--- src/rtl/ram_wr_queue_2w1r.sv ---
// ram_wr_queue_2w1r: write-side front end for a 2-read/1-write register-file RAM.
// Accepts up to two writebacks per cycle into a small in-order queue and drains
// one entry per cycle into the RAM write port.
// Optional macro RAM_WQ_FWD_EN: forwards still-queued write data to the two
// read ports so readers never observe stale RAM contents.
module ram_wr_queue_2w1r #(
  parameter int ADDR_W = 5,
  parameter int DATA_W = 32,
  parameter int DEPTH  = 4
) (
  input  logic                    clk,
  input  logic                    reset_x,
  input  logic                    in_we1,
  input  logic [ADDR_W-1:0]       in_waddr1,
  input  logic [DATA_W-1:0]       in_wdata1,
  input  logic                    in_we2,
  input  logic [ADDR_W-1:0]       in_waddr2,
  input  logic [DATA_W-1:0]       in_wdata2,
  output logic                    in_ready,
  output logic                    ram_we,
  output logic [ADDR_W-1:0]       ram_waddr,
  output logic [DATA_W-1:0]       ram_wdata,
  input  logic [ADDR_W-1:0]       raddr1,
  input  logic [ADDR_W-1:0]       raddr2,
  input  logic [DATA_W-1:0]       ram_rdata1,
  input  logic [DATA_W-1:0]       ram_rdata2,
  output logic [DATA_W-1:0]       rdata1,
  output logic [DATA_W-1:0]       rdata2,
  output logic [$clog2(DEPTH):0]  count,
  output logic                    overflow
);

  localparam int PTR_W = $clog2(DEPTH);
  localparam int CNT_W = PTR_W + 1;
  localparam logic [CNT_W-1:0] READY_MAX = CNT_W'(DEPTH - 2);

  logic [ADDR_W-1:0] addr_mem_r [DEPTH];
  logic [DATA_W-1:0] data_mem_r [DEPTH];
  logic [PTR_W-1:0]  head_r;
  logic [PTR_W-1:0]  tail_r;
  logic [CNT_W-1:0]  count_r;
  logic              overflow_r;

  logic              ready_s;
  logic              pop_s;
  logic              push1_s;
  logic              push2_s;
  logic [PTR_W-1:0]  slot2_s;
  logic [CNT_W-1:0]  npush_s;

  // Two free slots are always reserved so a dual request can never overrun.
  assign ready_s = (count_r <= READY_MAX);
  assign pop_s   = (count_r != {CNT_W{1'b0}});
  assign push1_s = in_we1 & ready_s;
  assign push2_s = in_we2 & ready_s;
  // Request 2 takes the tail slot when request 1 is idle, else the slot after it.
  assign slot2_s = in_we1 ? (tail_r + PTR_W'(1'b1)) : tail_r;
  assign npush_s = CNT_W'(push1_s) + CNT_W'(push2_s);

  // Queue pointers, occupancy and the sticky dropped-write flag.
  always_ff @(posedge clk or negedge reset_x) begin
    if (!reset_x) begin
      head_r     <= {PTR_W{1'b0}};
      tail_r     <= {PTR_W{1'b0}};
      count_r    <= {CNT_W{1'b0}};
      overflow_r <= 1'b0;
    end else begin
      if (pop_s) begin
        head_r <= head_r + PTR_W'(1'b1);
      end
      tail_r  <= tail_r + PTR_W'(npush_s);
      count_r <= count_r - CNT_W'(pop_s) + npush_s;
      if ((in_we1 | in_we2) & ~ready_s) begin
        overflow_r <= 1'b1;
      end
    end
  end

  // Entry storage; contents only matter while counted as occupied, so no reset.
  always_ff @(posedge clk) begin
    if (push1_s) begin
      addr_mem_r[tail_r] <= in_waddr1;
      data_mem_r[tail_r] <= in_wdata1;
    end
    if (push2_s) begin
      addr_mem_r[slot2_s] <= in_waddr2;
      data_mem_r[slot2_s] <= in_wdata2;
    end
  end

  // Head entry drives the RAM write port; address/data are zero when idle.
  assign ram_we    = pop_s;
  assign ram_waddr = pop_s ? addr_mem_r[head_r] : {ADDR_W{1'b0}};
  assign ram_wdata = pop_s ? data_mem_r[head_r] : {DATA_W{1'b0}};
  assign in_ready  = ready_s;
  assign count     = count_r;
  assign overflow  = overflow_r;

`ifdef RAM_WQ_FWD_EN
  logic              hit1_s;
  logic              hit2_s;
  logic              match1_s;
  logic              match2_s;
  logic [PTR_W-1:0]  idx_s;
  logic [DATA_W-1:0] fwd1_s;
  logic [DATA_W-1:0] fwd2_s;
  logic              hit1_r;
  logic              hit2_r;
  logic [DATA_W-1:0] fwd1_r;
  logic [DATA_W-1:0] fwd2_r;

  // Youngest-match lookup: walk occupied entries oldest to youngest, later matches override.
  always_comb begin
    hit1_s   = 1'b0;
    hit2_s   = 1'b0;
    match1_s = 1'b0;
    match2_s = 1'b0;
    fwd1_s   = {DATA_W{1'b0}};
    fwd2_s   = {DATA_W{1'b0}};
    idx_s    = head_r;
    for (int i = 0; i < DEPTH; i++) begin
      idx_s    = head_r + PTR_W'(i);
      match1_s = (CNT_W'(i) < count_r) && (addr_mem_r[idx_s] == raddr1);
      match2_s = (CNT_W'(i) < count_r) && (addr_mem_r[idx_s] == raddr2);
      hit1_s   = hit1_s | match1_s;
      hit2_s   = hit2_s | match2_s;
      fwd1_s   = match1_s ? data_mem_r[idx_s] : fwd1_s;
      fwd2_s   = match2_s ? data_mem_r[idx_s] : fwd2_s;
    end
  end

  // Register the forward select alongside the RAM's own read sampling.
  always_ff @(posedge clk or negedge reset_x) begin
    if (!reset_x) begin
      hit1_r <= 1'b0;
      hit2_r <= 1'b0;
      fwd1_r <= {DATA_W{1'b0}};
      fwd2_r <= {DATA_W{1'b0}};
    end else begin
      hit1_r <= hit1_s;
      hit2_r <= hit2_s;
      fwd1_r <= fwd1_s;
      fwd2_r <= fwd2_s;
    end
  end

  assign rdata1 = hit1_r ? fwd1_r : ram_rdata1;
  assign rdata2 = hit2_r ? fwd2_r : ram_rdata2;
`else
  // Without forwarding the read addresses only go to the RAM itself.
  logic unused_raddr_s;
  assign unused_raddr_s = ^{raddr1, raddr2};
  assign rdata1 = ram_rdata1;
  assign rdata2 = ram_rdata2;
`endif

endmodule

--- config.mk ---
export PLATFORM = sky130hd
export DESIGN_NAME = ram_wr_queue_2w1r
export DESIGN_NICKNAME = d
export VERILOG_FILES = /design/src/rtl/ram_wr_queue_2w1r.sv
export SDC_FILE = /design/constraint.sdc
export NUM_CORES = 1
export LEC_CHECK = 0
export ABC_AREA = 0
export CORE_ASPECT_RATIO = 1.2
export CORE_MARGIN = 2
export CORE_UTILIZATION = 49
export CTS_BUF_LIST = sky130_fd_sc_hd__clkbuf_8
export CTS_CLUSTER_DIAMETER = 150
export DETAILED_ROUTE_END_ITERATION = 7
export GPL_ROUTABILITY_DRIVEN = 0
export PLACE_DENSITY = 0.82
export SLEW_MARGIN = 20
export SYNTH_ARGS = -nofsm -noshare
export SYNTH_HDL_FRONTEND = slang
export SYNTH_SLANG_ARGS = --single-unit
--- constraint.sdc ---
create_clock -name clk -period 3.5 [get_ports clk]
set_input_delay 1.05 -clock clk [delete_from_list [all_inputs] [get_ports clk]]
set_output_delay 1.05 -clock clk [all_outputs]
set_load 0.005 [all_outputs]
==> results.toml, run 1 <==
[outcome]
status = "finished, final reports clean"

[power]
power_density_mw_per_mm2 = 754
p_int_mw = 5.23
p_switching_mw = 2.40
p_comb_share_pct = 47.2
ir_drop_uv = 476
switching_share_pct = 31.5
clock_power_share_pct = 15.8
power_frac_seq_pct = 37.0
leakagePower_nw = 3.76

[setup_path]
path_cells = "or3_1, buf_6, and2_1, clkdlybuf4s50_1"
crit_type = "reg2out"
cp_data_arrival_time_ps = 2310
cp_max_fo = 36
crit_slowest_cell = "or3_1"
start_kind = "flop"
worst_path_largest_cell_delay_ps = 500
endpoint_kind = "output port"
crit_required_ps = 2450

[timing]
tightest_slew_ps = 521
finalSetupViolCount = 0
skew_ps = 7.23
post-route-min-period_ps = 3360
hold_violations = 0
finalSetupTns_ps = 0
rsz0062_at_grt = "no"
fin_crit_sh_pct = 96.0
slew_headroom_pct = 65.2
slew_violations = 0
fmax_mhz = 298

[die]
die_h_um = 150
row_count = 53
num_io_pins = 259
die_area_mm2 = 0.0189
die_x_um = 126
core_area_mm2 = 0.0175
start_util_pct = 49.8

[route]
vias_per_cell = 5.68
drtIter0Drc = 329
drc = 0
wl_um = 19000
via_count = 4649
wl_per_cell_um = 23.2
postRouteAntennaNets = 0
dr.pass1.iters = 7

[synthesis]
ys_ff_latch = 156
avgSynthCellArea_um2 = 16.8
synth_edf_count = 148
yosysMostFrequentCell = "edfxtp_1"
synth_ff_type = "edfxtp_1"
yosysWarningCount = 0
yosys-top-cells-area = "edfxtp_1, mux2_4, mux4_2, mux2_2, buf_4"
synth_area_mm2 = 0.00872
synth_largest_area_cell = "edfxtp_1"
synthTopCellsByCount = "edfxtp_1, mux2_4, mux2_2, buf_4, and2_1"
synthCells = 519
synth.top_cell.area_share_pct = 51.0
synth_cell_types = 23
syn-num-nets = 681
synth-seq-area-share_pct = 53.3
synth-async-reset-ratio_pct = 5.13

[grt]
grt_usage_pct = 20.1
grt_max_degree = 38
grt_pass1_vias = 5307
overflow = 0
grt_pass1_wl_um = 28500
grt_antenna_before_repair = 0

[clocking]
cts_hold_buf = 0
cts_tree = "yes"
cts_inserted_buffers = 17
root_buffer = "clkbuf_8"
clk_pin_slew_worst_paths_ps = 80
htreeDepth = 4
cts_max_path_buffers = 2
clock-sinks = 156
cts_setup_buffers = 0
post_cts_resized = 0
clkLatencyLatePin_ps = 440

[finish]
drive_above_1_share_pct = 41.1
antenna-diode-count = 0
area_delta_synth_final_pct = 16.2
fin_area_mm2 = 0.0101
stdcell_count = 819
fin_util_pct = 57.9
nets = 748

[placed_design]
dp.cells = 787
placed_area_mm2 = 0.00978
hpwlAfterDp_um = 12300
numPortBuffers = 120

[min_path]
worst_hold_path_type = "reg2reg"

[job]
cap_violations = 0
area by class of cell:
type                    count  area (um^2)
inverters                   8         30.0
fillers                  1328         7370
clock inverters            15          115
clock buffers              17          234
flip-flops and latches    156         4650
multi-input cells         261         3360
well taps                 220          275
repair buffers            142         1470
stage by stage:
step | hold slack [ps] | worst slack (ps) | total power [mW]
global route | 507 | 17.4 | 8.03
CTS | 490 | 9.60 | 7.71
global placement | 463 | 290 | 6.38
detailed placement | 465 | 155 | 6.50
finish | 483 | 139 | 7.63
floorplan | 468 | 447 | 4.99
layer usage:
layer	GRT usage (%)	wire length, um
met3	4.80	1100
met1	22.4	6930
met5	0	0
met4	10.2	745
met2	36.2	10200
sequential cells by signal, summed over array words and instances, names as in the netlist:
register / count
count: 3
head_r: 2
tail_r: 2
overflow: 1
addr_mem_r: 20
data_mem_r: 128
cells by family after synthesis:
group / synth area share (%)
mux: 32.2
flops: 53.3
buf+inv: 8.34
simple gates: 3.65
fa+ha+maj: 1.52
xor+xnor: 0.804
compound gates: 0.187
final timing paths:
kind                                    endpoint  slack (ps)  cells past startpoint            startpoint
hold reg to reg             overflow$_DFFE_PN0P_         480                      1  overflow$_DFFE_PN0P_
max in group asynchronous  head_r[1]$_DFFE_PN0P_        2300                      1               reset_x
min in group asynchronous   overflow$_DFFE_PN0P_         900                      1               reset_x
hold / removal              overflow$_DFFE_PN0P_         480                      1  overflow$_DFFE_PN0P_
setup / recovery                    ram_waddr[3]         140                      4    count[0]$_DFF_PN0_
setup reg to reg              count[2]$_DFF_PN0_        1070                      9    count[1]$_DFF_PN0_
power by group through the flow:
| stage | clock network [mW] | registers (mW) | logic (mW) |
|---|---|---|---|
| after global routing | 1.31 | 2.86 | 3.86 |
| after floorplan | 0 | 2.82 | 2.17 |
| after detailed placement | 0 | 2.87 | 3.63 |
| final | 1.21 | 2.82 | 3.60 |
| after global placement | 0 | 2.82 | 3.55 |
| after CTS | 1.23 | 2.83 | 3.65 |
critical path, delay by kind of cell, from the launching register on:
family        cells  cell delay, ps
buf+inv           2             740
flops             1             430
simple gates      2             680
layout by cell type, fill, tap and decap left out, types with 2 or more instances in the layout:
cell type / instances
edfxtp_1: 148
clkdlybuf4s50_1: 120
mux2_4: 77
mux2_2: 72
and2_1: 39
mux4_2: 37
clkbuf_8: 17
buf_4: 12
ha_1: 9
inv_1: 8
buf_12: 8
xnor2_1: 6
clkinvlp_4: 6
inv_6: 6
dfrtp_1: 6
nand4_1: 4
nand3_1: 4
nand2_2: 4
xor2_1: 2
dfrtp_2: 2
buf_6: 2
Note: power is estimated with default switching activity, not from simulation.
==> inputs of run 2 (changes only) <==
--- a/config.mk
+++ b/config.mk
@@ -6,14 +6,13 @@
 export NUM_CORES = 1
 export LEC_CHECK = 0
 export ABC_AREA = 0
-export CORE_ASPECT_RATIO = 1.2
 export CORE_MARGIN = 2
-export CORE_UTILIZATION = 49
+export CORE_UTILIZATION = 45
 export CTS_BUF_LIST = sky130_fd_sc_hd__clkbuf_8
 export CTS_CLUSTER_DIAMETER = 150
 export DETAILED_ROUTE_END_ITERATION = 7
 export GPL_ROUTABILITY_DRIVEN = 0
-export PLACE_DENSITY = 0.82
+export PLACE_DENSITY = 0.76
 export SLEW_MARGIN = 20
 export SYNTH_ARGS = -nofsm -noshare
 export SYNTH_HDL_FRONTEND = slang
==> results.toml, run 2 (same netlist as run 1, synthesis figures left out) <==
[route]
wl_um = 20100
drtIter0Drc = 193
wl_met1_um = 7330
met3WireLength_um = 1410
wl_met2_um = 10000
via_count = 4664
vias_per_cell = 5.40
wl_per_cell_um = 23.2
postRouteAntennaNets = 0
drc = 0
dr.pass1.iters = 4
route.top_layer_used = "met4"

[clocking]
cts_tree = "yes"
root_buffer = "clkbuf_8"
clkLatencyLatePin_ps = 450
cts_inserted_buffers = 17
cts_max_path_buffers = 2
cts_hold_buf = 0
clock-sinks = 156
htreeDepth = 4
clk_pin_slew_worst_paths_ps = 80

[grt]
grt_usage_pct = 20.1
overflow = 0
grt_antenna_before_repair = 0
grt_pass1_wl_um = 29600
grt_max_degree = 42
grt_pass1_vias = 5123

[finish]
fin_util_pct = 54.6
area_delta_synth_final_pct = 17.9
largest_reg_flops = 128
final_common_cell = "edfxtp_1"
nFillCells = 1488
antenna-diode-count = 0
top_register = "data_mem_r"
nets = 753
drive_above_1_share_pct = 41.4
stdcell_count = 864
final_cell_mix = "edfxtp_1, clkdlybuf4s50_1, mux2_4"

[setup_path]
cp_max_fo = 7
crit_required_ps = 2450
reg2reg_slack_ps = 1060
path_cells = "buf_4, mux4_2, and2_1, clkdlybuf4s50_1"
crit_type = "reg2out"
r2r_start = "count[0]$_DFF_PN0_"
endpoint_kind = "output port"
rr_endpoint = "count[2]$_DFF_PN0_"
worst_path_largest_cell_delay_ps = 510
r2r_cells = 9
cp_data_arrival_time_ps = 2310
start_kind = "flop"
crit_slowest_cell = "mux4_2"

[timing]
hold_violations = 0
slew_headroom_pct = 63.2
fin_ws_ps = 142
finalSetupViolCount = 0
rsz0062_at_grt = "no"
slew_violations = 0
post-route-min-period_ps = 3360
finalSetupTns_ps = 0
fmax_mhz = 298
skew_ps = 10.6
fin_crit_sh_pct = 95.9
tightest_slew_ps = 552

[min_path]
hp-start = "overflow$_DFFE_PN0P_"
worst_hold_path_type = "reg2reg"
worstHoldEndpoint = "overflow$_DFFE_PN0P_"
hold_depth = 1

[die]
row_count = 50
die_h_um = 143
die_x_um = 143
start_util_pct = 46.3
die_area_mm2 = 0.0205
core_area_mm2 = 0.0188
num_io_pins = 259

[placed_design]
hpwlAfterDp_um = 13400
dp.cells = 830
numPortBuffers = 120
pre_cts_ws_ps = 231

[outcome]
status = "finished, final reports clean"

[power]
ir_drop_uv = 396
leakagePower_nw = 3.82
power_density_mw_per_mm2 = 769
power_mw = 7.90

[job]
cap_violations = 0
## run 2: changes by cell type in the layout (fill, tap and decap cells not counted), moves of 2 or more
cell        change
bufinv_16       +4
buf_4           +9
buf_6           -2
inv_6           -4
clkinvlp_4      -2
buf_12          -2
clkinv_1        +2
## run 2: worst max-delay path by stage
stage                                  end  cells after the start                   from
6_report                     ram_wdata[21]                      4  head_r[0]$_DFFE_PN0P_
5_1_grt                      ram_wdata[21]                      4  head_r[0]$_DFFE_PN0P_
4_1_cts                      ram_wdata[21]                      4  head_r[0]$_DFFE_PN0P_
3_5_place_dp   data_mem_r[1][12]$_DFFE_PP_                      6                 in_we1
3_3_place_gp   data_mem_r[0][23]$_DFFE_PP_                      6                 in_we1
2_1_floorplan   addr_mem_r[3][0]$_DFFE_PP_                      6                 in_we1
## run 2: per-layer routing
metal / up-vias / GRT usage (%)
li1: 2061 / -
met1: 2348 / 21.5
met2: 185 / 34.3
met3: 70 / 4.83
met4: 0 / 15.1
met5: - / 0
## run 2: layout make-up
class | count | area (um^2) | share of cell area (%)
inverter | 8 | 30.0 | 0.292
timing repair buffer | 147 | 1480 | 14.4
tap | 260 | 325 | 3.17
clock inverter | 15 | 196 | 1.91
multi-input combinational | 261 | 3360 | 32.7
clock buffer | 17 | 234 | 2.28
sequential | 156 | 4650 | 45.2
## run 2: critical path, delay by kind of cell, from the launching register on
| family | cells | cell delay [ps] |
|---|---|---|
| buffers and inverters | 2 | 680 |
| multiplexers | 1 | 510 |
| flip-flops | 1 | 500 |
| AND/OR/NAND/NOR | 1 | 160 |
## run 2: timing repair
item | CTS | global route
endpoints found under the hold margin | 0 | 0
gates resized for setup | 1 | 0
setup buffers | 2 | 0
setup endpoints to repair | 37 | 0
## run 2: metrics by stage
stage / hold WS, ps / instance area, um^2
floorplan: 468 / 8720
global placement: 461 / 9830
detailed placement: 470 / 9830
finish: 497 / 10300
CTS: 497 / 10300
global route: 528 / 10300
## run 2: report_power, final
group	leakage (nW)	switching [mW]	internal, mW
clock network	0.201	0.691	0.775
logic	2.18	1.54	2.07
registers	1.44	0.157	2.68
==> inputs of run 3 (changes only) <==
--- a/config.mk
+++ b/config.mk
@@ -6,9 +6,8 @@
 export NUM_CORES = 1
 export LEC_CHECK = 0
 export ABC_AREA = 0
-export CORE_MARGIN = 2
 export CORE_UTILIZATION = 45
-export CTS_BUF_LIST = sky130_fd_sc_hd__clkbuf_8
+export CTS_BUF_LIST = sky130_fd_sc_hd__clkbuf_8 sky130_fd_sc_hd__clkbuf_16
 export CTS_CLUSTER_DIAMETER = 150
 export DETAILED_ROUTE_END_ITERATION = 7
 export GPL_ROUTABILITY_DRIVEN = 0
==> results.toml, run 3 (same netlist as run 1, synthesis figures left out) <==
[outcome]
status = "finished, final reports clean"

[timing]
post-route-min-period_ps = 3310
slew_headroom_pct = 64.7
slew_violations = 0
finalSetupViolCount = 0
finalSetupTns_ps = 0
skew_ps = 7.76
fin_crit_sh_pct = 94.5
fmax_mhz = 302
tightest_slew_ps = 529
hold_violations = 0
rsz0062_at_grt = "no"

[clocking]
clk_pin_slew_worst_paths_ps = 60
htreeDepth = 4
cts_max_path_buffers = 2
cts_tree = "yes"
cts_hold_buf = 0
clock-sinks = 156
root_buffer = "clkbuf_16"
cts_inserted_buffers = 17
clkLatencyLatePin_ps = 420

[min_path]
hold_depth = 1
worst_hold_path_type = "reg2reg"

[finish]
top_register = "data_mem_r"
final_cell_mix = "edfxtp_1, clkdlybuf4s50_1, mux2_4"
fin_area_mm2 = 0.0105
area_delta_synth_final_pct = 20.6
drive_above_1_share_pct = 41.1
largest_reg_flops = 128
nets = 750
final_common_cell = "edfxtp_1"
antenna-diode-count = 0

[setup_path]
cp.depth = 4
start_kind = "flop"
r2r_cells = 9
critPathTopFamily = "simple AND/OR/NAND/NOR gates"
crit_type = "reg2out"
path_cells = "or3_4, buf_4, and2_1, clkdlybuf4s50_1"
cp_data_arrival_time_ps = 2260
cp_num_buf_inv = 2
endpoint_kind = "output port"
crit_slowest_cell = "or3_4"
worst_path_largest_cell_delay_ps = 520
cp_max_fo = 14
crit_required_ps = 2450

[die]
core_area_mm2 = 0.0188
num_io_pins = 259
row_count = 50
die_x_um = 141
start_util_pct = 46.3
die_area_mm2 = 0.0199
die_h_um = 141

[placed_design]
placed_area_mm2 = 0.00991
numPortBuffers = 120
hpwlAfterDp_um = 12100

[power]
leakagePower_nw = 3.93
power_density_mw_per_mm2 = 796
ir_drop_uv = 444

[grt]
grt_pass1_wl_um = 28400
grt_pass1_vias = 5025
grt_max_degree = 26
overflow = 0
grt_usage_pct = 19.8
grt_antenna_before_repair = 1

[route]
dr.pass1.iters = 4
vias_per_cell = 5.36
via_count = 4613
wl_um = 18700
wl_per_cell_um = 21.7
drtIter0Drc = 170
postRouteAntennaNets = 0
drc = 0

[job]
cap_violations = 0
## run 3: path summary, 6_finish.rpt
kind                                           start               endpoint  slack, ps
min in group asynchronous                    reset_x   overflow$_DFFE_PN0P_        910
worst max-delay path              count[0]$_DFF_PN0_          ram_wdata[30]        190
worst min-delay path            overflow$_DFFE_PN0P_   overflow$_DFFE_PN0P_        500
worst max register to register    count[0]$_DFF_PN0_     count[2]$_DFF_PN0_       1080
worst min register to register  overflow$_DFFE_PN0P_   overflow$_DFFE_PN0P_        500
max in group asynchronous                    reset_x  head_r[0]$_DFFE_PN0P_       2290
## run 3: layout make-up
type / count / area [um^2]
repair buffers: 144 / 1540
clock buffers: 19 / 453
flip-flops and latches: 156 / 4650
inverters: 8 / 30.0
fillers: 1474 / 8320
well taps: 260 / 325
clock inverters: 13 / 151
multi-input cells: 261 / 3360
## run 3: metal layers
metal  vias up  GRT usage [%]  wire, um  share of wire (%)
met5         -              0         0                  0
met4         0           5.95       250                1.3
met3        30           6.15      1170                6.3
met2       147           34.9      9910                 53
met1      2385           22.9      7370                 39
li1       2051              -         -                  -
## run 3: timing repair
item                                    4_1_cts  5_1_grt
endpoints found under the setup margin       17        0
buffers inserted                              0        0
gates resized for setup                       1        0
hold endpoints to repair                      0        0
## run 3: metrics by stage
| step | power [mW] | hold WS (ps) | utilization [%] | setup WS [ps] | std cells |
|---|---|---|---|---|---|
| after floorplan | 4.99 | 468 | - | 447 | 519 |
| after global placement | 6.51 | 471 | 52.6 | 296 | 829 |
| after detailed placement | 6.60 | 486 | 52.6 | 243 | 829 |
| after CTS | 8.48 | 504 | 55.8 | 154 | 861 |
| after global routing | 8.80 | 521 | 55.8 | 96.1 | 861 |
| final | 8.37 | 503 | 55.8 | 192 | 861 |
## run 3: where the power goes
| group | internal (mW) | switching [mW] | total, mW | leakage (nW) |
|---|---|---|---|---|
| combinational | 2.12 | 1.55 | 3.68 | 2.19 |
| sequential | 2.68 | 0.144 | 2.82 | 1.44 |
| clock | 1.15 | 0.718 | 1.87 | 0.299 |
| total | 5.95 | 2.42 | 8.37 | 3.93 |
